<file path="config.mk">
export PLATFORM = sky130hd
export DESIGN_NAME = risc_sequencer_flat
export DESIGN_NICKNAME = d
export VERILOG_FILES = /design/src/rtl/risc_sequencer_if.sv /design/src/rtl/risc_sequencer.sv /design/src/flat_wrapper.sv
export SDC_FILE = /design/constraint.sdc
export NUM_CORES = 1
export LEC_CHECK = 0
export BUFFER_PORTS_ARGS = -buffer_cell sky130_fd_sc_hd__buf_2
export CORE_ASPECT_RATIO = 0.7
export CORE_UTILIZATION = 30
export DETAILED_ROUTE_END_ITERATION = 16
export PLACE_DENSITY_LB_ADDON = 0.2
export SLEW_MARGIN = 20
export SYNTH_ARGS = -nofsm -noshare
export SYNTH_HDL_FRONTEND = slang
export SYNTH_SLANG_ARGS = --single-unit
</file>
<file path="constraint.sdc">
create_clock -name clk -period 5.4 [get_ports clk]
set_clock_uncertainty 0.05 [all_clocks]
set_input_delay 0.27 -clock clk [delete_from_list [all_inputs] [get_ports clk]]
set_output_delay 0.27 -clock clk [all_outputs]
set_load 0.02 [all_outputs]
</file>
<file path="src/rtl/risc_sequencer_if.sv">
// Bus between the instruction register / memory side and the VeriRisc sequencer.
// The master modport is the sequencer's view; slave is the surrounding datapath's view.
interface risc_sequencer_if #(
   parameter int OPCODE_W = 3
);
   logic                zero;
   logic [OPCODE_W-1:0] opcode;
   logic                mem_rdy;
   logic                resume;
   logic                sel;
   logic                rd;
   logic                ld_ir;
   logic                halt;
   logic                inc_pc;
   logic                ld_ac;
   logic                ld_pc;
   logic                wr;
   logic                data_e;
   logic [2:0]          phase;
   logic                halted;
   logic                illegal_op;
   logic                mem_err;

   modport master (
      input  zero, opcode, mem_rdy, resume,
      output sel, rd, ld_ir, halt, inc_pc, ld_ac, ld_pc, wr, data_e,
      output phase, halted, illegal_op, mem_err
   );

   modport slave (
      output zero, opcode, mem_rdy, resume,
      input  sel, rd, ld_ir, halt, inc_pc, ld_ac, ld_pc, wr, data_e,
      input  phase, halted, illegal_op, mem_err
   );
endinterface

</file>
<file path="src/rtl/risc_sequencer.sv">
// VeriRisc control unit: 8-phase instruction-cycle counter with memory stall handshake,
// stall watchdog, illegal-opcode trap and latched halt/resume, decoding the datapath strobes.
module risc_sequencer #(
   parameter int OPCODE_W = 3,
   parameter int TIMEOUT  = 15
) (
   input  logic             clk,
   input  logic             rst_,
   risc_sequencer_if.master bus
);
   localparam int CNT_W = (TIMEOUT < 2) ? 1 : $clog2(TIMEOUT + 1);

   localparam logic [2:0] OP_HLT = 3'b000;
   localparam logic [2:0] OP_SKZ = 3'b001;
   localparam logic [2:0] OP_ADD = 3'b010;
   localparam logic [2:0] OP_AND = 3'b011;
   localparam logic [2:0] OP_XOR = 3'b100;
   localparam logic [2:0] OP_LDA = 3'b101;
   localparam logic [2:0] OP_STO = 3'b110;
   localparam logic [2:0] OP_JMP = 3'b111;

   typedef enum logic [2:0] {
      PH0, PH1, PH2, PH3, PH4, PH5, PH6, PH7
   } phase_e;

   phase_e           phase_q, phase_d;
   logic             halted_q, halted_d;
   logic             illegal_op_q, illegal_op_d;
   logic             mem_err_q, mem_err_d;
   logic [CNT_W-1:0] wait_cnt_q, wait_cnt_d;
   logic [CNT_W-1:0] wait_inc;

   logic [2:0] op_lo;
   logic       ill;
   logic       is_hlt, is_skz, is_alu, is_sto, is_jmp;
   logic       stall_ph, trap;

   assign op_lo  = bus.opcode[2:0];
   assign is_hlt = (op_lo == OP_HLT);
   assign is_skz = (op_lo == OP_SKZ);
   assign is_alu = (op_lo == OP_ADD) || (op_lo == OP_AND) || (op_lo == OP_XOR) || (op_lo == OP_LDA);
   assign is_sto = (op_lo == OP_STO);
   assign is_jmp = (op_lo == OP_JMP);

   // Any set bit above the base 3-bit opcode field marks an instruction this core cannot execute.
   if (OPCODE_W > 3) begin : g_ill
      assign ill = |bus.opcode[OPCODE_W-1:3];
   end else begin : g_no_ill
      assign ill = 1'b0;
   end

   assign stall_ph = (phase_q == PH3) || ((phase_q == PH6) && is_alu) || ((phase_q == PH7) && is_sto);
   assign trap     = (phase_q == PH4) && (is_hlt || ill);
   assign wait_inc = wait_cnt_q + CNT_W'(1);

   always_ff @(posedge clk or negedge rst_) begin
      if (!rst_) begin
         phase_q      <= PH0;
         halted_q     <= 1'b0;
         illegal_op_q <= 1'b0;
         mem_err_q    <= 1'b0;
         wait_cnt_q   <= '0;
      end else begin
         phase_q      <= phase_d;
         halted_q     <= halted_d;
         illegal_op_q <= illegal_op_d;
         mem_err_q    <= mem_err_d;
         wait_cnt_q   <= wait_cnt_d;
      end
   end

   // A watchdog expiry resumes into a re-fetch; a phase-4 trap resumes just past the trap.
   always_comb begin
      phase_d      = phase_q;
      halted_d     = halted_q;
      illegal_op_d = illegal_op_q;
      mem_err_d    = mem_err_q;
      wait_cnt_d   = wait_cnt_q;
      if (halted_q) begin
         if (bus.resume) begin
            halted_d     = 1'b0;
            illegal_op_d = 1'b0;
            mem_err_d    = 1'b0;
            wait_cnt_d   = '0;
            phase_d      = mem_err_q ? PH0 : PH5;
         end
      end else if (trap) begin
         halted_d     = 1'b1;
         illegal_op_d = illegal_op_q | ill;
      end else if (stall_ph && !bus.mem_rdy) begin
         if (TIMEOUT != 0) begin
            wait_cnt_d = wait_inc;
            if (wait_inc == CNT_W'(TIMEOUT)) begin
               mem_err_d = 1'b1;
               halted_d  = 1'b1;
            end
         end
      end else begin
         phase_d    = phase_e'(phase_q + 3'd1);
         wait_cnt_d = '0;
      end
   end

   always_comb begin
      bus.sel    = 1'b0;
      bus.rd     = 1'b0;
      bus.ld_ir  = 1'b0;
      bus.halt   = 1'b0;
      bus.inc_pc = 1'b0;
      bus.ld_ac  = 1'b0;
      bus.ld_pc  = 1'b0;
      bus.wr     = 1'b0;
      bus.data_e = 1'b0;
      if (halted_q) begin
         bus.halt = 1'b1;
      end else begin
         case (phase_q)
            PH0: bus.sel = 1'b1;
            PH1: begin
               bus.sel = 1'b1;
               bus.rd  = 1'b1;
            end
            PH2, PH3: begin
               bus.sel   = 1'b1;
               bus.rd    = 1'b1;
               bus.ld_ir = 1'b1;
            end
            PH4: begin
               bus.inc_pc = 1'b1;
               bus.halt   = is_hlt | ill;
            end
            PH5: bus.rd = is_alu;
            PH6: begin
               bus.rd     = is_alu;
               bus.inc_pc = is_skz & bus.zero;
               bus.ld_pc  = is_jmp;
               bus.data_e = is_sto;
            end
            PH7: begin
               bus.rd     = is_alu;
               bus.ld_ac  = is_alu;
               bus.ld_pc  = is_jmp;
               bus.wr     = is_sto;
               bus.data_e = is_sto;
            end
            default: ;
         endcase
      end
   end

   assign bus.phase      = phase_q;
   assign bus.halted     = halted_q;
   assign bus.illegal_op = illegal_op_q;
   assign bus.mem_err    = mem_err_q;
endmodule

</file>
<file path="src/flat_wrapper.sv">
// flat-port wrapper written by rule: the top's interface ports become plain ports
module risc_sequencer_flat 
#(
   parameter int OPCODE_W = 3,
   parameter int TIMEOUT  = 15
)
  (clk, rst_, bus_zero, bus_opcode, bus_mem_rdy, bus_resume, bus_sel, bus_rd, bus_ld_ir, bus_halt, bus_inc_pc, bus_ld_ac, bus_ld_pc, bus_wr, bus_data_e, bus_phase, bus_halted, bus_illegal_op, bus_mem_err);
  risc_sequencer_if #(.OPCODE_W(OPCODE_W)) bus_i ();
  input  logic clk;
  input  logic rst_;
  input wire logic [$bits(bus_i.zero)-1:0] bus_zero;
  input wire logic [$bits(bus_i.opcode)-1:0] bus_opcode;
  input wire logic [$bits(bus_i.mem_rdy)-1:0] bus_mem_rdy;
  input wire logic [$bits(bus_i.resume)-1:0] bus_resume;
  output wire logic [$bits(bus_i.sel)-1:0] bus_sel;
  output wire logic [$bits(bus_i.rd)-1:0] bus_rd;
  output wire logic [$bits(bus_i.ld_ir)-1:0] bus_ld_ir;
  output wire logic [$bits(bus_i.halt)-1:0] bus_halt;
  output wire logic [$bits(bus_i.inc_pc)-1:0] bus_inc_pc;
  output wire logic [$bits(bus_i.ld_ac)-1:0] bus_ld_ac;
  output wire logic [$bits(bus_i.ld_pc)-1:0] bus_ld_pc;
  output wire logic [$bits(bus_i.wr)-1:0] bus_wr;
  output wire logic [$bits(bus_i.data_e)-1:0] bus_data_e;
  output wire logic [$bits(bus_i.phase)-1:0] bus_phase;
  output wire logic [$bits(bus_i.halted)-1:0] bus_halted;
  output wire logic [$bits(bus_i.illegal_op)-1:0] bus_illegal_op;
  output wire logic [$bits(bus_i.mem_err)-1:0] bus_mem_err;
  assign bus_i.zero = bus_zero;
  assign bus_i.opcode = bus_opcode;
  assign bus_i.mem_rdy = bus_mem_rdy;
  assign bus_i.resume = bus_resume;
  assign bus_sel = bus_i.sel;
  assign bus_rd = bus_i.rd;
  assign bus_ld_ir = bus_i.ld_ir;
  assign bus_halt = bus_i.halt;
  assign bus_inc_pc = bus_i.inc_pc;
  assign bus_ld_ac = bus_i.ld_ac;
  assign bus_ld_pc = bus_i.ld_pc;
  assign bus_wr = bus_i.wr;
  assign bus_data_e = bus_i.data_e;
  assign bus_phase = bus_i.phase;
  assign bus_halted = bus_i.halted;
  assign bus_illegal_op = bus_i.illegal_op;
  assign bus_mem_err = bus_i.mem_err;
  risc_sequencer #(.OPCODE_W(OPCODE_W), .TIMEOUT(TIMEOUT)) u_core (.clk(clk), .rst_(rst_), .bus(bus_i));
endmodule
</file>
; Word level (Yosys, flattened, before mapping)
; Cells that the tools add are included.
[totals]
wordCells = 84
n_memories = 0
rom_bits = 0
regBits = 9
mem_bits_rw = 0
latchBits = 0
in_bits = 8
[op_classes]
reduce_logical = 22
n_shift = 0
addsub = 2
div_mod_pow = 0
order_cmp = 0
n_eq_ne = 18
muxes = 37
bitwise = 1
mul = 0
[op_table]
columns = cell, count
row1 = two-way mux 1 bit, 26
row2 = "== test 3 bit, second input constant", 8
row3 = two-way mux 4 bit, 4
row4 = two-way mux 3 bit, 5
row5 = "== test 3 x 2 -> 1 bit, second input constant", 4
row6 = "== test 3 x 1 -> 1 bit, second input constant", 2
row7 = zero test 3 bit, 2
row8 = OR reduction 3 bit, 2
row9 = logical OR 1 bit, 5
row10 = "adder 4 x 1 -> 4 bit, second input constant", 1
row11 = "== test 4 bit, second input constant", 1
row12 = logical AND 1 bit, 4
row13 = "!= test 2 x 1 -> 1 bit, second input constant", 2
row14 = one-hot mux 1 bit (2 select lines), 2
row15 = AND reduction 4 bit, 1
row16 = nonzero test 2 bit, 2
row17 = OR reduction 2 bit, 2
row18 = OR reduction 4 bit, 1
row19 = "adder 3 x 1 -> 3 bit, second input constant", 1
row20 = AND reduction 3 bit, 1
row21 = "!= test 2 bit, second input constant", 1
row22 = AND reduction 2 bit, 1
row23 = bitwise AND 1 bit, 1
row24 = zero test 1 bit, 1

; Depth between registers and ports, before layout
[depth]
word_depth = 11
ltp_mapped = 7
mapped_depth_nobuf = 7

; Worst setup path after synthesis
; No wires, ideal clock.
[synth_timing]
path_type = register -> register
start = register u_core.phase_q[0], in the netlist u_core.bus.phase[0]
end = register u_core.phase_q[0], in the netlist u_core.bus.phase[0]
arrival_ns = 1.939
synth_period_minus_slack_ns = 2.055
stages_incl_launch_ff = 8
setup_slack_ns = 3.345
path_cell_list = dfrtp_1 > ha_1 > ha_1 > and4b_4 > a311oi_4 > a2bb2oi_4 > nand2b_1 > o311a_1
[synth_between]
elab_chain_cells = 7
elab_cells_between_ends = 17
cone_classes = add/sub (1) / eq/ne (6) / mux (3) / reduce/logical (7)
[synth_rtl]
columns = element, line_no
row1 = from (decl), risc_sequencer.sv:26  ; phase_e phase_q, phase_d;
row2 = from (signal assigned), risc_sequencer.sv:64  ; phase_q <= phase_d;
row3 = == test 3 bit, risc_sequencer.sv:52  ; assign stall_ph = (phase_q == PH3) || ((phase_q == PH6) && is_alu) || ((phase_q == PH7) && is_sto);
row4 = logical AND 1 bit, risc_sequencer.sv:52
row5 = logical OR 1 bit (2 in series), risc_sequencer.sv:52
row6 = logical AND 1 bit, risc_sequencer.sv:90  ; end else if (stall_ph && !bus.mem_rdy) begin
row7 = != test 2 x 1 -> 1 bit (no line), --
row8 = AND reduction 3 bit (no line), --
; Parallel ways exist; a longest one is shown, timed or not. The select of a mux whose other input is x is not followed.
; A chain may end at the register's enable or synchronous reset.

; Final worst setup path
[layout_timing]
start = register u_core.phase_q[0], in the netlist u_core.bus.phase[0]
end = output port bus_sel
[layout_between]
elab_chain_cells = 4
elab_cells_between_ends = 7
cone_classes = eq/ne (3) / mux (2) / reduce/logical (2)
[layout_rtl]
columns = element, line_no
row1 = "== test 3 x 1 -> 1 bit, or another cell as far along", risc_sequencer.sv:117  ; case (phase_q)
row2 = OR reduction 4 bit (no line) *, --
row3 = two-way mux 1 bit *, risc_sequencer.sv:117
row4 = two-way mux 1 bit *, risc_sequencer.sv:114  ; if (halted_q) begin
row5 = to (decl), flat_wrapper.sv:15  ; output wire logic [$bits(bus_i.sel)-1:0] bus_sel;
; Mark *: on every way between the ends. The rest lies on a longest branch, timed or not.

==> impl_metrics.ini <==
[status]
status = complete, no violations

[detailed_routing]
ant_nets = 0
routedWlPerCell_microns = 11.4
avgViaCountPerCell = 4.77
drc = 0
firstDrtPassIters = 4
vias = 682
drtIter0Drc = 22
routed_wl_mm = 1.64

[die]
die_y_microns = 44.0
ios = 23
die_w_microns = 61.9
start_util = 0.334
die_area_sq_mm = 0.00272
coreArea_sq_mm = 0.00226
fp-row-count = 14

[setup_path]
critPathKind = flip-flop to output port
crit_chain = inv_1 > ha_1 > or3_1 > a21oi_1 > nor2_1 > buf_2
endpoint = bus_sel
worstRegToRegCells = 7
cp.arrival_ps = 1900
r2r_setup_slack_ps = 3290
crit_path_start = u_core.bus.phase[0]
reg2reg_from = u_core.bus.phase[0]
cp-end-kind = output port
r2r_end = u_core.bus.phase[0]
path_max_fanout = 7
cpPeakStageDelay_ps = 440
required_ps = 5080
cpMaxStageDelayCell = dfrtp_1
worstSetupStartpointType = flip-flop

[final_layout]
nFillCells = 238
diodes = 0
final_core_util = 0.408
final_nets = 128
syn_to_final_growth_pct = 22.1
drive_gt1_frac = 0.261

[yosys]
synthCells = 88
synth_nets = 104
synth_warnings = 0
synth_common_cells = nand2_1 (10), dfrtp_1 (9), ha_1 (8), nor2_1 (7), o21ai_1 (7)
yosysMostFrequentCell = nand2_1
yosysUniqueCellTypes = 33
yosys-top-cells-area = dfrtp_1 (30%), ha_1 (13%), nand2_1 (5.0%)
syn_area_sq_um = 754
synthArstFlopShare = 1.00
synth_top_flop_cell = dfrtp_1
synth_area_per_cell_sq_um = 8.57
synth_top_area_share = 0.299
seq_area_frac_synth = 0.299
ys_ff_latch = 9
synth_edf_count = 0
yosys.area.top_type = dfrtp_1

[clock_network]
cts_tree = yes
htreeDepth = 1
cts.repair.resized = 0
clkLatencyLatePin_ps = 270
cts-root-buf = clkbuf_4
clk_pin_slew_ps = 60
cts_buffers = 3
cts_max_path_buffers = 2
cts.sinks = 9

[worst_hold_path]
hp-class = input pin to flip-flop

[grt]
antenna_found_initial = 0
gr-usage-all-layers = 0.149
grt_pass1_vias = 629
overflow = 0
grt_max_degree = 14
grt_pass1_wl_mm = 2.90

[power_and_ir_drop]
p_leak_nw = 0.463
ir_drop_uv = 190
p_per_area_mw_per_mm2 = 462

[sta]
final_max_slew_viol_count = 0
fin_crit_ps = 2220
hold_viol_final = 0
setup_viol = 0
finalCritPeriodShare = 0.412
fmax_mhz = 449
rsz0062_at_grt = no
finalSetupTns_ps = 0

[job]
cap_violations = 0

[place]
io_buffer_count = 21
gp_congestion = 0.850
hpwl_mm = 1.33
-- critical path: cells and delay by family, from the launching register on --
family                     cells  cell delay (ps)
DFF                            1              440
and+or+nand+nor                2              420
adders and majority gates      1              330
buffers and inverters          2              300
AOI/OAI and AO/OA              1              150
-- cells by family (layout without fill, tap and decap cells) --
group,count (synthesis),in the layout,share of synthesized area
buffers and inverters,9,32,0.0514
DFF,9,9,0.299
and+or+nand+nor,36,36,0.242
other,1,1,0.00497
muxes,1,1,0.0133
xor gates and xnor gates,2,2,0.0232
AOI/OAI and AO/OA,22,22,0.234
adders and majority gates,8,8,0.133
-- through the flow --
step | hold WS (ps) | setup slack [ps] | total power, mW | std cells | area, sq um
final | 179 | 3180 | 0.425 | 143 | 921
after global routing | 187 | 2960 | 0.468 | 143 | 921
after CTS | 175 | 3170 | 0.428 | 143 | 921
after detailed placement | 88.9 | 3330 | 0.373 | 138 | 883
after global placement | 88.2 | 3370 | 0.379 | 138 | 883
after floorplan | -75.6 | 3340 | 0.300 | 88 | 754
-- layout by cell type, fill, tap and decap left out, drive strengths merged --
| master | n |
|---|---|
| a22o | 1 |
| dfrtp | 9 |
| nor4 | 3 |
| nand3 | 2 |
| o21ai | 7 |
| o311a | 1 |
| and4b | 1 |
| or3 | 2 |
| clkbuf | 3 |
| buf | 21 |
| dlygate4sd3 | 1 |
| nor3 | 4 |
| and2 | 2 |
| inv | 6 |
| a21oi | 6 |
| conb | 1 |
| a31oi | 1 |
| o211ai | 1 |
| nor2b | 2 |
| and3 | 1 |
| nor2 | 7 |
| nand2 | 10 |
| xor2 | 1 |
| a41o | 1 |
| a21boi | 1 |
| xnor2 | 1 |
| mux2i | 1 |
| a311oi | 1 |
| a41oi | 1 |
| clkinv | 1 |
| nand2b | 2 |
| a2bb2oi | 1 |
| ha | 8 |
-- power by group --
group          internal, mW  switching [mW]
clock                0.0273          0.0246
sequential           0.0829          0.0257
combinational         0.105           0.160
-- flip-flops by register name (all words and copies together) (netlist names) --
name and cells:
u_core.bus.halted 1, u_core.bus.mem_err 1, u_core.bus.phase 3, u_core.wait_cnt_q 4
-- cell type report --
cell class	count	area, sq um	share of cell area
multi-input cells	70	490	0.533
flip-flops and latches	9	225	0.245
repair buffers	22	115	0.125
well taps	32	40.0	0.0435
clock buffers	3	22.5	0.0245
inverters	6	22.5	0.0245
clock inverters	1	5.00	0.00543
-- worst min-delay path by stage --
stage / start / endpoint / slack (ps) / cells past startpoint
floorplan: rst_ / u_core.bus.halted / -80 / 0
global placement: rst_ / u_core.bus.mem_err / 90 / 1
detailed placement: rst_ / u_core.bus.mem_err / 90 / 1
CTS: bus_resume / u_core.bus.mem_err / 170 / 2
global route: bus_resume / u_core.bus.mem_err / 190 / 2
finish: bus_resume / u_core.bus.mem_err / 180 / 2
-- routing by layer --
layer	track usage	routed length [microns]	vias up
li1	-	-	359
met1	0.226	893	304
met2	0.202	643	19
met3	0.0627	100	0
met4	0.0133	0	0
met5	0	0	-
-- what timing repair did --
item                                    4_1_cts  5_1_grt
hold buffers                                  1        0
hold endpoints to repair                      9        0
buffers inserted                              0        0
endpoints found under the setup margin        0        0
No activity file was read; power rests on OpenSTA's default activity.
